==> src/rtl/mem_port_arbiter.sv <==
// mem_port_arbiter: shares one single-port synchronous memory between the
// instruction-fetch port and the load/store data port. Each access is a
// one-cycle m_en strobe followed by a fixed-latency response, returned to the
// winning requester as a one-cycle ready pulse.

module mem_port_arbiter #(
    parameter int unsigned MEM_LATENCY  = 1,
    parameter int unsigned STARVE_LIMIT = 4
) (
    input  logic        clk,
    input  logic        reset,

    // Instruction-fetch port
    input  logic        i_req,
    input  logic [31:0] i_addr,
    input  logic        i_kill,
    output logic [31:0] i_rdata,
    output logic        i_ready,

    // Load/store data port
    input  logic        d_req,
    input  logic [31:0] d_addr,
    input  logic [31:0] d_wdata,
    input  logic [3:0]  d_wmask,
    input  logic        d_wen,
    output logic [31:0] d_rdata,
    output logic        d_ready,

    // Memory side
    output logic        m_en,
    output logic        m_wen,
    output logic [31:0] m_addr,
    output logic [31:0] m_wdata,
    output logic [3:0]  m_wmask,
    input  logic [31:0] m_rdata,

    output logic        busy
);

    typedef enum logic {StIdle, StWait} state_e;
    typedef enum logic {OwnFetch, OwnData} owner_e;

    localparam logic [3:0] LatInit   = 4'(MEM_LATENCY);
    localparam logic [3:0] StarveMax = 4'(STARVE_LIMIT);

    state_e     state_q;
    owner_e     owner_q;
    logic [3:0] lat_cnt_q;
    logic [3:0] starve_cnt_q;
    logic       killed_q;

    logic       can_issue;
    logic       starved;
    logic       grant_data;
    logic       grant_fetch;
    logic       last_cycle;

    // Arbitration: data wins unless a waiting fetch has hit the starvation limit.
    // Reset gates the grant so the memory strobe is quiet while reset is held.
    always_comb begin
        can_issue   = (state_q == StIdle) && !reset;
        starved     = (starve_cnt_q == StarveMax);
        grant_data  = can_issue && d_req && !(i_req && starved);
        grant_fetch = can_issue && i_req && !grant_data;
    end

    // Memory-side mux: only the winner's fields reach the memory, otherwise all zero.
    always_comb begin
        m_en    = 1'b0;
        m_wen   = 1'b0;
        m_addr  = '0;
        m_wdata = '0;
        m_wmask = '0;
        if (grant_data) begin
            m_en    = 1'b1;
            m_wen   = d_wen;
            m_addr  = d_addr;
            m_wdata = d_wdata;
            m_wmask = d_wmask;
        end else if (grant_fetch) begin
            m_en    = 1'b1;
            m_addr  = i_addr;
        end
    end

    // Ready pulses in the final wait cycle; a same-cycle kill still drops the fetch.
    always_comb begin
        last_cycle = (state_q == StWait) && (lat_cnt_q == 4'd1);
        i_ready    = last_cycle && (owner_q == OwnFetch) && !killed_q && !i_kill;
        d_ready    = last_cycle && (owner_q == OwnData);
        busy       = (state_q == StWait);
        i_rdata    = m_rdata;
        d_rdata    = m_rdata;
    end

    // Sequencer: issue in IDLE, count down the memory latency in WAIT.
    always_ff @(posedge clk or posedge reset) begin
        if (reset) begin
            state_q      <= StIdle;
            owner_q      <= OwnFetch;
            lat_cnt_q    <= '0;
            starve_cnt_q <= '0;
            killed_q     <= 1'b0;
        end else begin
            case (state_q)
                StIdle: begin
                    if (grant_data || grant_fetch) begin
                        state_q   <= StWait;
                        owner_q   <= grant_data ? OwnData : OwnFetch;
                        lat_cnt_q <= LatInit;
                        killed_q  <= 1'b0;
                        // Only a data grant that bypasses a waiting fetch counts.
                        if (grant_data && i_req) begin
                            if (starve_cnt_q < StarveMax) begin
                                starve_cnt_q <= starve_cnt_q + 4'd1;
                            end
                        end else begin
                            starve_cnt_q <= '0;
                        end
                    end else begin
                        starve_cnt_q <= '0;
                    end
                end
                StWait: begin
                    lat_cnt_q <= lat_cnt_q - 4'd1;
                    if ((owner_q == OwnFetch) && i_kill) begin
                        killed_q <= 1'b1;
                    end
                    if (lat_cnt_q == 4'd1) begin
                        state_q <= StIdle;
                    end
                end
                default: state_q <= StIdle;
            endcase
        end
    end

endmodule

==> config.mk <==
export PLATFORM = sky130hd
export DESIGN_NAME = mem_port_arbiter
export DESIGN_NICKNAME = d
export VERILOG_FILES = /design/src/rtl/mem_port_arbiter.sv
export SDC_FILE = /design/constraint.sdc
export NUM_CORES = 1
export LEC_CHECK = 0
export CAP_MARGIN = 10
export CELL_PAD_IN_SITES_DETAIL_PLACEMENT = 1
export CELL_PAD_IN_SITES_GLOBAL_PLACEMENT = 1
export CORE_AREA = 2 2 107 109
export DETAILED_ROUTE_END_ITERATION = 8
export DIE_AREA = 0 0 109 111
export DONT_BUFFER_PORTS = 1
export GPL_ROUTABILITY_DRIVEN = 0
export PLACE_DENSITY = 0.56
export SLEW_MARGIN = 25
export SYNTH_ARGS = -nofsm -noshare
export SYNTH_HDL_FRONTEND = slang
export SYNTH_SLANG_ARGS = --single-unit
==> constraint.sdc <==
create_clock -name clk -period 1.5 [get_ports clk]
set_clock_uncertainty 0.15 [all_clocks]
set_input_delay 0.15 -clock clk [delete_from_list [all_inputs] [get_ports clk]]
set_output_delay 0.15 -clock clk [all_outputs]
set_load 0.01 [all_outputs]
Word level (Yosys, flattened, before mapping) --
Cells that the tools add are included.
Word-level totals: input port bits 138, logic and storage cells 56, register bits after elaboration 11, output and inout port bits 137
Operators by class: bitwise gates (word level) 2, order comparisons 1, equal/unequal tests 5, add/subtract/negate cells 2, reductions and logical operators 22, multiplexer cells 19
Operators with widths (number):
- two-way mux 32 bit | 3
- two-way mux 4 bit | 5
- logical AND 1 bit | 13
- two-way mux 1 bit | 8
- one-hot mux 4 bit (2 select lines) | 1
- AND reduction 2 bit | 3
- logical NOT 1 bit | 5
- adder 4 x 1 -> 4 bit (second input constant) | 1
- == test 4 x 1 -> 1 bit (second input constant) | 1
- == test 4 x 3 -> 1 bit (second input constant) | 1
- less-than comparator 4 x 3 -> 1 bit (second input constant) | 1
- != test 2 x 1 -> 1 bit (second input constant) | 2
- one-hot mux 1 bit (2 select lines) | 2
- subtractor 4 x 1 -> 4 bit (second input constant) | 1
- != test 3 x 2 -> 1 bit (second input constant) | 1
- inverter 1 bit | 2
- logical OR 1 bit | 1

Depth between registers and ports, before layout --
depth after elaboration 9, depth in mapped cells 7, mapped depth without buffers 5

Worst setup path after synthesis --
Ideal clock, no wire load.
kind flip-flop to output port, start point register starve_cnt_q[0], end point output m_addr[10], data required time 1.200 ns, stages on the path, launching flop included 8, data arrival time 1.464 ns, path slack -0.264 ns, path through dfrtp_1 inv_1 ha_1 nand4b_4 and2_1 buf_6 buf_4 o21ai_1
On the way: word-level cells in the longest chain between the ends 8
Ends and longest elaborated chain:
- start: declaration | RTL line 49 | logic [3:0] starve_cnt_q;
- start signal: assignment | RTL line 115 | starve_cnt_q <= starve_cnt_q + 4'd1;
- == test 4 x 3 -> 1 bit * | RTL line 62 | starved = (starve_cnt_q == StarveMax);
- logical AND 1 bit * | RTL line 63 | grant_data = can_issue && d_req && !(i_req && starved);
- logical NOT 1 bit * | RTL line 63
- logical AND 1 bit * | RTL line 63
- logical NOT 1 bit | RTL line 64 | grant_fetch = can_issue && i_req && !grant_data;
- logical AND 1 bit | RTL line 64
- two-way mux 32 bit | RTL line 80 | end else if (grant_fetch) begin
- two-way mux 32 bit * | RTL line 74 | if (grant_data) begin
- end: declaration | RTL line 32 | output logic [31:0] m_addr,
Every way passes the cells marked *; elsewhere a longest branch is shown, timed or not.

Worst setup path in the final report --
start point register starve_cnt_q[1], end point output m_addr[23]
The elaborated chain is that of the path after synthesis.

==> key figures <==
Floorplan
  • DIE HEIGHT: approximately 110 um
  • Starting Density: about 18%
  • Die W: 109 um
  • Boundary Pins: 275
  • Row count: 39
  • Die area: 12100 um2
  • Placeable Area: 11100 um2

STA
  • # setup viols final: between 70 and 80
  • Max-slew violation count: 0
  • Rel. slew slack: 68.6%
  • Unrepaired setup endpoints after global routing: true
  • Final Hold Fails: 0
  • Post-route worst setup slack: -0.395 ns
  • Fmax: about 0.53 GHz
  • Crit share post-route: 126%
  • Crit path time final: around 1.9 ns
  • Worst-margin pin slew: approximately 0.47 ns

Worst setup path
  • Worst path slowest cell: dfrtp_1
  • Data required time of the worst path: 1.20 ns
  • FF-to-FF setup slack: -0.08 ns
  • Reg2reg end: lat_cnt_q[3]
  • Critical path depth in cells: 7
  • Reg2Reg Depth: 5
  • Worst Setup Start Kind: register
  • Max stage delay on crit path: between 0.3 and 0.4 ns
  • Critical path class: reg -> out
  • Max FO, Critical Path: 7
  • Crit end category: output port
  • Critical Path, Cell by Cell: inv_2, ha_4, nand4b_4, and2_4, buf_12, buf_16, o21ai_4
  • Critical path arrival: 1.59 ns
  • CP bufs+invs: 3
  • Top cell family by delay on the critical path: flip-flops
  • Worst setup path end: m_addr[23]
  • Worst Setup SP: starve_cnt_q[1]
  • R2R Path Start: busy

Power and ir drop
  • Pleak: 0.958 nW
  • Switching Share: 40.4%
  • Sequential share of power: 18.8%
  • Internal power: 0.00171 W
  • Peak supply drop: 587 uV
  • Sw Pwr: 0.00116 W
  • Pwr dens: 1000 nW/um2
  • Gate power share: roughly 64%
  • Clk network pwr share: 17.0%

Detailed routing
  • Routed Antenna Nets: 0
  • Vias: 1951
  • Drt first-iter violations: 34
  • Final WL: 8960 um
  • Remaining DRCs: 0
  • TritonRoute pass-1 iters: 4
  • Routed wire per std cell: 23.4 um
  • Number of vias per cell: 5.11

Placed design
  • Placed cells: 358
  • Port bufs: 0
  • Post-detail-place hpwl: 6040 um
  • Placed Area: 2350 um2

Yosys
  • Post-Syn Area: roughly 2000 um2
  • Yosys reg bits: 11
  • Synth Flop Type: dfrtp_1
  • Synth warnings: 0
  • Gate Count Post-Synth: 289
  • Sequential fraction of the synthesis area: 13.5%
  • Syn_area_per_cell: roughly 7.0 um2
  • Count of different cell masters after synthesis: 33
  • Post-synth ARST share: 100%
  • Mapped Nets: 431
  • Number of synthesized flops with an enable pin: 0

Global routing
  • Vias in the first global route: 2118
  • GR Util All Layers: 13.3%
  • Largest net degree at the start of global routing: 42
  • Antenna violations before repair: 0
  • GRT overflow: 0
  • Global-route wire length before repair: 12300 um

Finish
  • Area of the multi-input gates: 1720 um2
  • Final core utilization: between 20% and 30%
  • Final Non-Filler Cells: between 300 and 400
  • Antenna cells: 0
  • Area Overhead vs Synth: 40.5%
  • Commonest cells after routing, fill and taps aside: and3_4, o21ai_4, nand4_1
  • # fillers: 1241
  • Most common cell after layout, fill and taps aside: and3_4
  • Nets: 382
  • FF+latch area: 277 um2
  • Finished Cell Area: ~2900 um2
  • Share of layout cells above drive strength 1: 56.5%

CTS
  • Deepest clock path buffer count: 2
  • Num CTS Buffers: 3
  • CTS tree: built
  • Clock Sinks: 11
  • Clock slew at reported path FFs: 0.04 ns
  • Clock root buffer: clkbuf_16
  • Clk Latency, worst-skew pair: 0.24 ns
  • H-tree depth: 1

Worst hold path
  • Min-delay worst type: in -> reg

Job
  • Max-cap violations: 0

Run status
  • Status: finished, violations left
  • Failing checks: negative setup slack
worst min-delay path by stage:
| stage | start | endpoint | slack, ns | cells past startpoint |
|---|---|---|---|---|
| finish | i_req | starve_cnt_q[2] | 0.04 | 3 |
| CTS | reset | busy | 0.03 | 2 |
| floorplan | reset | busy | -0.15 | 1 |
| global placement | reset | lat_cnt_q[2] | -0.07 | 1 |
| global route | reset | busy | 0.04 | 2 |
| detailed placement | reset | lat_cnt_q[2] | -0.07 | 1 |
routing by layer:
layer,wire length [um],vias to the layer above,GRT usage [%]
met1,3130,917,13.9
met2,4890,125,24.6
li1,-,878,-
met4,251,0,5.21
met5,0,-,0
met3,688,31,3.23
sequential cells by signal (all words and copies together), names as in the netlist:
register and flops:
busy 1, starve_cnt_q 4, owner_q 1, lat_cnt_q 4, killed_q 1
tightest hold or removal path: cells and delay by family:
family           cells  cell delay [ns]
AND/OR/NAND/NOR      1             0.04
AO/OA/AOI/OAI        2             0.18
cell type report:
class	count	area share (%)
clock buffer	4	2.76
inverter	9	1.27
multi-input combinational	174	60.1
sequential	11	9.68
tap	143	6.26
timing repair buffer	41	19.9
cells in the mapped netlist (4+ instances only):
cell type | number | area [um2]
o21ai_1 | 37 | 185
buf_6 | 5 | 56.3
ha_1 | 4 | 50.1
clkbuf_1 | 14 | 52.6
dfrtp_1 | 11 | 275
inv_1 | 7 | 26.3
and3_1 | 37 | 231
buf_4 | 70 | 526
buf_2 | 6 | 30.0
nand4_1 | 32 | 200
nand3_1 | 32 | 160
nand2_1 | 4 | 15.0
nor2_1 | 4 | 15.0
timing repair:
item	CTS	global route
pin swaps	6	19
cloned	3	4
gates resized for setup	17	11
hold endpoints to repair	14	0
setup buffers	8	5
hold buffers	4	0
endpoints found under the setup margin	78	79
kinds of logic after synthesis:
family / share of synthesized area [%]
AO/OA/AOI/OAI: 12.6
flip-flops: 13.5
XOR/XNOR: 0.431
multiplexers: 0.554
AND/OR/NAND/NOR: 36.1
buffers and inverters: 34.3
adder cells (fa/ha/maj): 2.46
power groups by stage:
stage	logic (W)	clock network, W	registers [W]
after global routing	0.00202	0.000521	0.000555
final	0.00184	0.000487	0.000537
after detailed placement	0.00142	0	0.000528
after global placement	0.00139	0	0.000524
after CTS	0.00169	0.000502	0.000538
after floorplan	0.00126	0	0.000509
stage by stage:
| stage | setup WS [ns] | setup TNS (ns) | hold WS (ns) | power (W) |
|---|---|---|---|---|
| after detailed placement | -0.149 | -9.43 | -0.0710 | 0.00195 |
| after CTS | -0.399 | -26.28 | 0.0310 | 0.00273 |
| final | -0.395 | -24.40 | 0.0369 | 0.00286 |
| after floorplan | -0.128 | -8.54 | -0.148 | 0.00177 |
| after global routing | -0.480 | -30.90 | 0.0395 | 0.00310 |
| after global placement | -0.125 | -7.24 | -0.0715 | 0.00192 |
(Power assumes the default switching activity.)
